**src/rtl/nibble_packer_pkg.sv**
```systemverilog
// nibble_packer_pkg
//   Shared constants, FSM state type and slot placement helper for the
//   nibble packer. Optional feature macro used by the design:
//   NIBBLE_PACKER_COUNT_EN (adds the out_count port).
package nibble_packer_pkg;

    localparam int NIB_W         = 4;
    localparam int NIBS_PER_WORD = 32;
    localparam int WORD_W        = 128;

    typedef enum logic {
        FILL = 1'b0,
        HOLD = 1'b1
    } np_state_t;

    // Lowest bit position of nibble slot 'slot' inside the 128-bit word.
    // LSB-first puts slot 0 at [3:0]; MSB-first puts slot 0 at [127:124].
    function automatic logic [6:0] slot_offset(input logic [4:0] slot,
                                               input bit         lsb_first);
        logic [6:0] base;
        base = {slot, 2'b00};
        if (lsb_first) begin
            return base;
        end else begin
            return 7'd124 - base;
        end
    endfunction

endpackage

```
**src/rtl/nibble_packer_outreg.sv**
```systemverilog
// nibble_packer_outreg
//   Output register of the nibble packer and its valid/ready logic.
//   A load always wins; otherwise a taken word (out_valid && out_ready)
//   clears out_valid while out_data keeps its last value.
// Ports:
//   clk, rst_n      clock, asynchronous active-low reset
//   load            capture load_data this edge
//   load_data[127:0] completed word from the assembly side
//   load_count[5:0] real nibble count of that word (NIBBLE_PACKER_COUNT_EN)
//   out_ready       consumer takes the word this cycle
//   out_valid       out_data holds a complete word
//   out_data[127:0] packed word
//   out_count[5:0]  registered real nibble count (NIBBLE_PACKER_COUNT_EN)
// Macro: NIBBLE_PACKER_COUNT_EN
module nibble_packer_outreg
    import nibble_packer_pkg::*;
(
    input  logic              clk,
    input  logic              rst_n,
    input  logic              load,
    input  logic [WORD_W-1:0] load_data,
`ifdef NIBBLE_PACKER_COUNT_EN
    input  logic [5:0]        load_count,
`endif
    input  logic              out_ready,
    output logic              out_valid,
    output logic [WORD_W-1:0] out_data
`ifdef NIBBLE_PACKER_COUNT_EN
    ,
    output logic [5:0]        out_count
`endif
);

    always_ff @(posedge clk or negedge rst_n) begin
        if (!rst_n) begin
            out_valid <= 1'b0;
            out_data  <= '0;
        end else if (load) begin
            out_valid <= 1'b1;
            out_data  <= load_data;
        end else if (out_ready) begin
            out_valid <= 1'b0;
        end
    end

`ifdef NIBBLE_PACKER_COUNT_EN
    always_ff @(posedge clk or negedge rst_n) begin
        if (!rst_n) begin
            out_count <= '0;
        end else if (load) begin
            out_count <= load_count;
        end
    end
`endif

endmodule

```
**src/rtl/nibble_packer.sv**
```systemverilog
// nibble_packer
//   Packs a stream of 4-bit nibbles into 128-bit words. Nibbles are
//   assembled in asm_buf; a word completes on the 32nd nibble or on an
//   accepted in_last, and unfilled slots keep the PAD value.
//   Handshake: a transfer happens on a cycle where valid && ready are both
//   high; valid never waits on ready, and in_ready depends only on the FSM.
// Parameters:
//   PAD        pad nibble written into unfilled slots
//   LSB_FIRST  1: slot k at [4k+3:4k]; 0: slot k at [127-4k -: 4]
// Ports:
//   clk, rst_n            clock, asynchronous active-low reset
//   in_valid/in_ready     input handshake, in_nib data, in_last ends word
//   out_valid/out_ready   output handshake, out_data packed word
//   out_count[5:0]        real nibbles in out_data (NIBBLE_PACKER_COUNT_EN)
// Macro: NIBBLE_PACKER_COUNT_EN
module nibble_packer
    import nibble_packer_pkg::*;
#(
    parameter logic [3:0] PAD       = 4'h0,
    parameter bit         LSB_FIRST = 1'b1
) (
    input  logic              clk,
    input  logic              rst_n,
    input  logic              in_valid,
    output logic              in_ready,
    input  logic [3:0]        in_nib,
    input  logic              in_last,
    output logic              out_valid,
    input  logic              out_ready,
    output logic [WORD_W-1:0] out_data
`ifdef NIBBLE_PACKER_COUNT_EN
    ,
    output logic [5:0]        out_count
`endif
);

    localparam logic [WORD_W-1:0] PAD_WORD = {NIBS_PER_WORD{PAD}};

    np_state_t         state, state_next;
    logic [WORD_W-1:0] asm_buf, asm_next;
    logic [4:0]        cnt, cnt_next;

    logic              accept;
    logic              complete;
    logic              out_free;
    logic              load;
    logic [WORD_W-1:0] filled;
    logic [WORD_W-1:0] load_data;

    assign in_ready = (state == FILL);
    assign accept   = in_valid && in_ready;
    assign complete = (cnt == 5'd31) || in_last;
    assign out_free = !out_valid || out_ready;

    // Current buffer with the incoming nibble dropped into slot cnt.
    always_comb begin
        filled = asm_buf;
        filled[slot_offset(cnt, LSB_FIRST) +: NIB_W] = in_nib;
    end

    always_ff @(posedge clk or negedge rst_n) begin
        if (!rst_n) begin
            state   <= FILL;
            asm_buf <= PAD_WORD;
            cnt     <= '0;
        end else begin
            state   <= state_next;
            asm_buf <= asm_next;
            cnt     <= cnt_next;
        end
    end

    // On entering HOLD, cnt is deliberately left at the index of the last
    // written slot, so cnt + 1 is the real nibble count in both load paths.
    always_comb begin
        state_next = state;
        asm_next   = asm_buf;
        cnt_next   = cnt;
        load       = 1'b0;
        load_data  = filled;
        case (state)
            FILL: begin
                if (accept) begin
                    if (complete) begin
                        if (out_free) begin
                            load     = 1'b1;
                            asm_next = PAD_WORD;
                            cnt_next = '0;
                        end else begin
                            asm_next   = filled;
                            state_next = HOLD;
                        end
                    end else begin
                        asm_next = filled;
                        cnt_next = cnt + 5'd1;
                    end
                end
            end
            HOLD: begin
                // out_valid is necessarily high here, so out_ready alone
                // frees the output register.
                if (out_ready) begin
                    load       = 1'b1;
                    load_data  = asm_buf;
                    asm_next   = PAD_WORD;
                    cnt_next   = '0;
                    state_next = FILL;
                end
            end
            default: begin
                state_next = FILL;
            end
        endcase
    end

`ifdef NIBBLE_PACKER_COUNT_EN
    logic [5:0] load_count;
    assign load_count = {1'b0, cnt} + 6'd1;
`endif

    nibble_packer_outreg u_outreg (
        .clk        (clk),
        .rst_n      (rst_n),
        .load       (load),
        .load_data  (load_data),
`ifdef NIBBLE_PACKER_COUNT_EN
        .load_count (load_count),
`endif
        .out_ready  (out_ready),
        .out_valid  (out_valid),
        .out_data   (out_data)
`ifdef NIBBLE_PACKER_COUNT_EN
        ,
        .out_count  (out_count)
`endif
    );

endmodule

```
**config.mk**
```make
export PLATFORM = sky130hd
export DESIGN_NAME = nibble_packer
export DESIGN_NICKNAME = d
export VERILOG_FILES = /design/src/rtl/nibble_packer_pkg.sv /design/src/rtl/nibble_packer_outreg.sv /design/src/rtl/nibble_packer.sv
export SDC_FILE = /design/constraint.sdc
export NUM_CORES = 1
export LEC_CHECK = 0
export ABC_AREA = 1
export CAP_MARGIN = 20
export CORE_MARGIN = 2
export CORE_UTILIZATION = 55
export DETAILED_ROUTE_END_ITERATION = 8
export GPL_TIMING_DRIVEN = 0
export PLACE_DENSITY = 0.78
export SLEW_MARGIN = 10
export SYNTH_ARGS = -nofsm -noshare
export SYNTH_HDL_FRONTEND = slang
export SYNTH_SLANG_ARGS = --single-unit
```
**constraint.sdc**
```tcl
create_clock -name clk -period 4.3 [get_ports clk]
set_input_delay 0.86 -clock clk [delete_from_list [all_inputs] [get_ports clk]]
set_output_delay 0.86 -clock clk [all_outputs]
set_load 0.01 [all_outputs]
```
==> results.py <==
metrics = {
    "run_status": {
        "status": "finished clean",
    },
    "worst_setup_path": {
        "required_ps": 4790,
        "crit_type": "register to register",
        "path_cells": "ha_1, inv_1, nor3_1, ha_1, or2_2, nand3_1, inv_1, clkbuf_1, clkbuf_1, nand3_1, nand2_1",
        "cp_num_buf_inv": 4,
        "end_kind": "register",
        "cp_data_arrival_time_ps": 3570,
        "path_delay_family": "buffers and inverters",
        "max_stage_delay_ps": 590,
        "setup.worst_path.start_class": "register",
        "cpMaxStageDelayCell": "clkbuf_1",
        "worstPathMaxFanout": 10,
    },
    "floorplanning": {
        "start_util_pct": 55.9,
        "die_x_um": 164,
        "core_um2": 25100,
        "fp-row-count": 58,
        "die_h_um": 164,
        "dieArea_um2": 26800,
        "io_pins": 139,
    },
    "logic_synthesis": {
        "synthFlopType": "dfrtp_1",
        "synth-seq-cells": 263,
        "synth_edf_count": 0,
        "synthTopCellsByArea": "dfrtp_1, nand2_1, nand3_1, inv_1, o21ai_0",
        "yosysWarnings": 0,
        "syn_inst": 1983,
        "synth_fp_nets": 1998,
        "synth_area_um2": 14000,
        "ys_seq_area_share_pct": 46.9,
        "netlist.top_cell.by_area": "dfrtp_1",
        "async_flop_share_pct": 100,
        "synth.avg_cell_area_um2": 7.08,
        "synth_top_area_share_pct": 46.9,
        "synth_cell_types": 30,
    },
    "global_routing": {
        "grt_pass1_wl_um": 68900,
        "met3_usage_pct": 5.78,
        "antenna_found_initial": 1,
        "grt_max_degree": 106,
        "grt_overflow_total": 0,
        "grtUsageMet2_pct": 52.1,
        "met1_usage_pct": 45.2,
        "grt_pass1_vias": 13245,
        "grt_usage_pct": 33.1,
        "top_usage_layer": "met2",
    },
    "worst_hold_path": {
        "min_path_type": "input pin to asynchronous set/reset pin",
    },
    "sta": {
        "max_freq_mhz": 324,
        "tns_ps": 0,
        "tightest_slew_ps": 927,
        "setup_viol": 0,
        "skew_ps": 11.2,
        "report.final.slew_viol_count": 0,
        "slew_headroom_pct": 38.2,
        "fin_crit_sh_pct": 71.8,
        "hold_viol_final": 0,
        "fin_crit_ps": 3090,
        "setup_ws_ps": 1210,
        "rsz0062_at_grt": "false",
    },
    "power": {
        "ir_worst_vdd_mv": 0.357,
        "p_total_w": 0.00832,
        "pwr_density_cell_nw_per_um2": 493,
        "leakagePower_nw": 8.83,
    },
    "route": {
        "wl_per_cell_um": 17.5,
        "ant_nets": 0,
        "num_vias": 13897,
        "drt-vias-per-instance": 5.54,
        "dr.pass1.iters": 5,
        "first_iter_violations": 1258,
        "drc": 0,
        "drt-total-wl_um": 43800,
    },
    "clock_network": {
        "clkTransAtPathRegs_ps": 60,
        "root_buffer": "clkbuf_16",
        "cts.sinks": 263,
        "tritoncts": "yes",
        "post-cts-setup-buffer-count": 0,
        "clk_latency_ps": 560,
        "holdBufCountCts": 0,
        "cts_resized": 0,
        "numCtsBuffers": 29,
        "h-tree-depth": 1,
        "clk_path_buf_depth": 3,
    },
    "layout": {
        "final_util_pct": 67.2,
        "syn2layout_area_growth_pct": 20.2,
        "drive_above_1_share_pct": 6.66,
        "fin_nets": 2169,
        "fillers": 2139,
        "design_area_um2": 16900,
        "layout_commonest_cell": "nand2_1",
        "layout_common_cells": "nand2_1, nand3_1, inv_1",
    },
    "place": {
        "dpl_cell_area_um2": 15900,
        "post-dp-hpwl_um": 31400,
        "place_ws_ps": 924,
        "io_buffers": 138,
        "gp_congestion": 0.975,
    },
    "job": {
        "max_cap_violations": 0,
    },
}
power by group:
part | internal [W] | leakage [nW] | total, W | switching (W)
Combinational | 0.000949 | 4.72 | 0.00264 | 0.00169
Clock | 0.00155 | 0.472 | 0.00258 | 0.00103
Sequential | 0.00286 | 3.64 | 0.00310 | 0.000243
cell families after synthesis:
| logic type | synth area share, % |
|---|---|
| AO/OA/AOI/OAI | 5.04 |
| flip-flops | 46.9 |
| adder cells (fa/ha/maj) | 0.535 |
| buffers and inverters | 10.7 |
| AND/OR/NAND/NOR | 36.9 |
per-layer routing:
layer	wire length, um	share of wire [%]
met3	3920	9.0
met5	0	0
met2	19900	45
met4	2180	5.0
met1	17800	41
sequential cells by signal (all words and copies together) (netlist names):
register	flops
asm_buf	128
u_outreg.out_data	128
cnt	5
state	1
u_outreg.out_valid	1
path summary, 6_finish.rpt:
| path | from | depth (start not counted) | to | slack [ps] |
|---|---|---|---|---|
| max | cnt[1]$_DFFE_PN0P_ | 11 | u_outreg.out_data[53]$_DFFE_PN0P_ | 1210 |
| min | rst_n | 1 | u_outreg.out_data[1]$_DFFE_PN0P_ | 270 |
| max in group asynchronous | rst_n | 2 | asm_buf[18]$_DFFE_PN0P_ | 3080 |
| max reg2reg | cnt[1]$_DFFE_PN0P_ | 11 | u_outreg.out_data[53]$_DFFE_PN0P_ | 1210 |
| min reg2reg | asm_buf[68]$_DFFE_PN0P_ | 2 | asm_buf[68]$_DFFE_PN0P_ | 480 |
| min in group clk | asm_buf[68]$_DFFE_PN0P_ | 2 | asm_buf[68]$_DFFE_PN0P_ | 480 |
metrics by stage:
| stage | std cells | hold WS (ps) |
|---|---|---|
| 3_5_place_dp | 2453 | 465 |
| 2_1_floorplan | 1983 | 449 |
| 3_3_place_gp | 2451 | 461 |
| 6_report | 2507 | 274 |
| 5_1_grt | 2506 | 329 |
| 4_1_cts | 2506 | 289 |
cells in the mapped netlist (8+ instances only):
cell type / instances
nor2_1: 25
clkbuf_1: 36
o21ai_0: 125
nand2_1: 790
nand2_2: 15
dfrtp_1: 263
buf_1: 8
buf_2: 38
nand4_1: 22
nand3_1: 321
inv_2: 8
nor2_2: 16
inv_1: 272
final cells by class:
cell class	count	area, um^2	area share [%]
clock buffers	44	822	4.87
diodes	1	2.50	0.0148
inverters	281	1050	6.25
multi-input cells	1348	5960	35.3
clock inverters	9	151	0.898
well taps	330	413	2.45
repair buffers	140	1440	8.55
flip-flops and latches	263	6580	39.0
plain buffers	91	443	2.63
(Power assumes the default switching activity.)
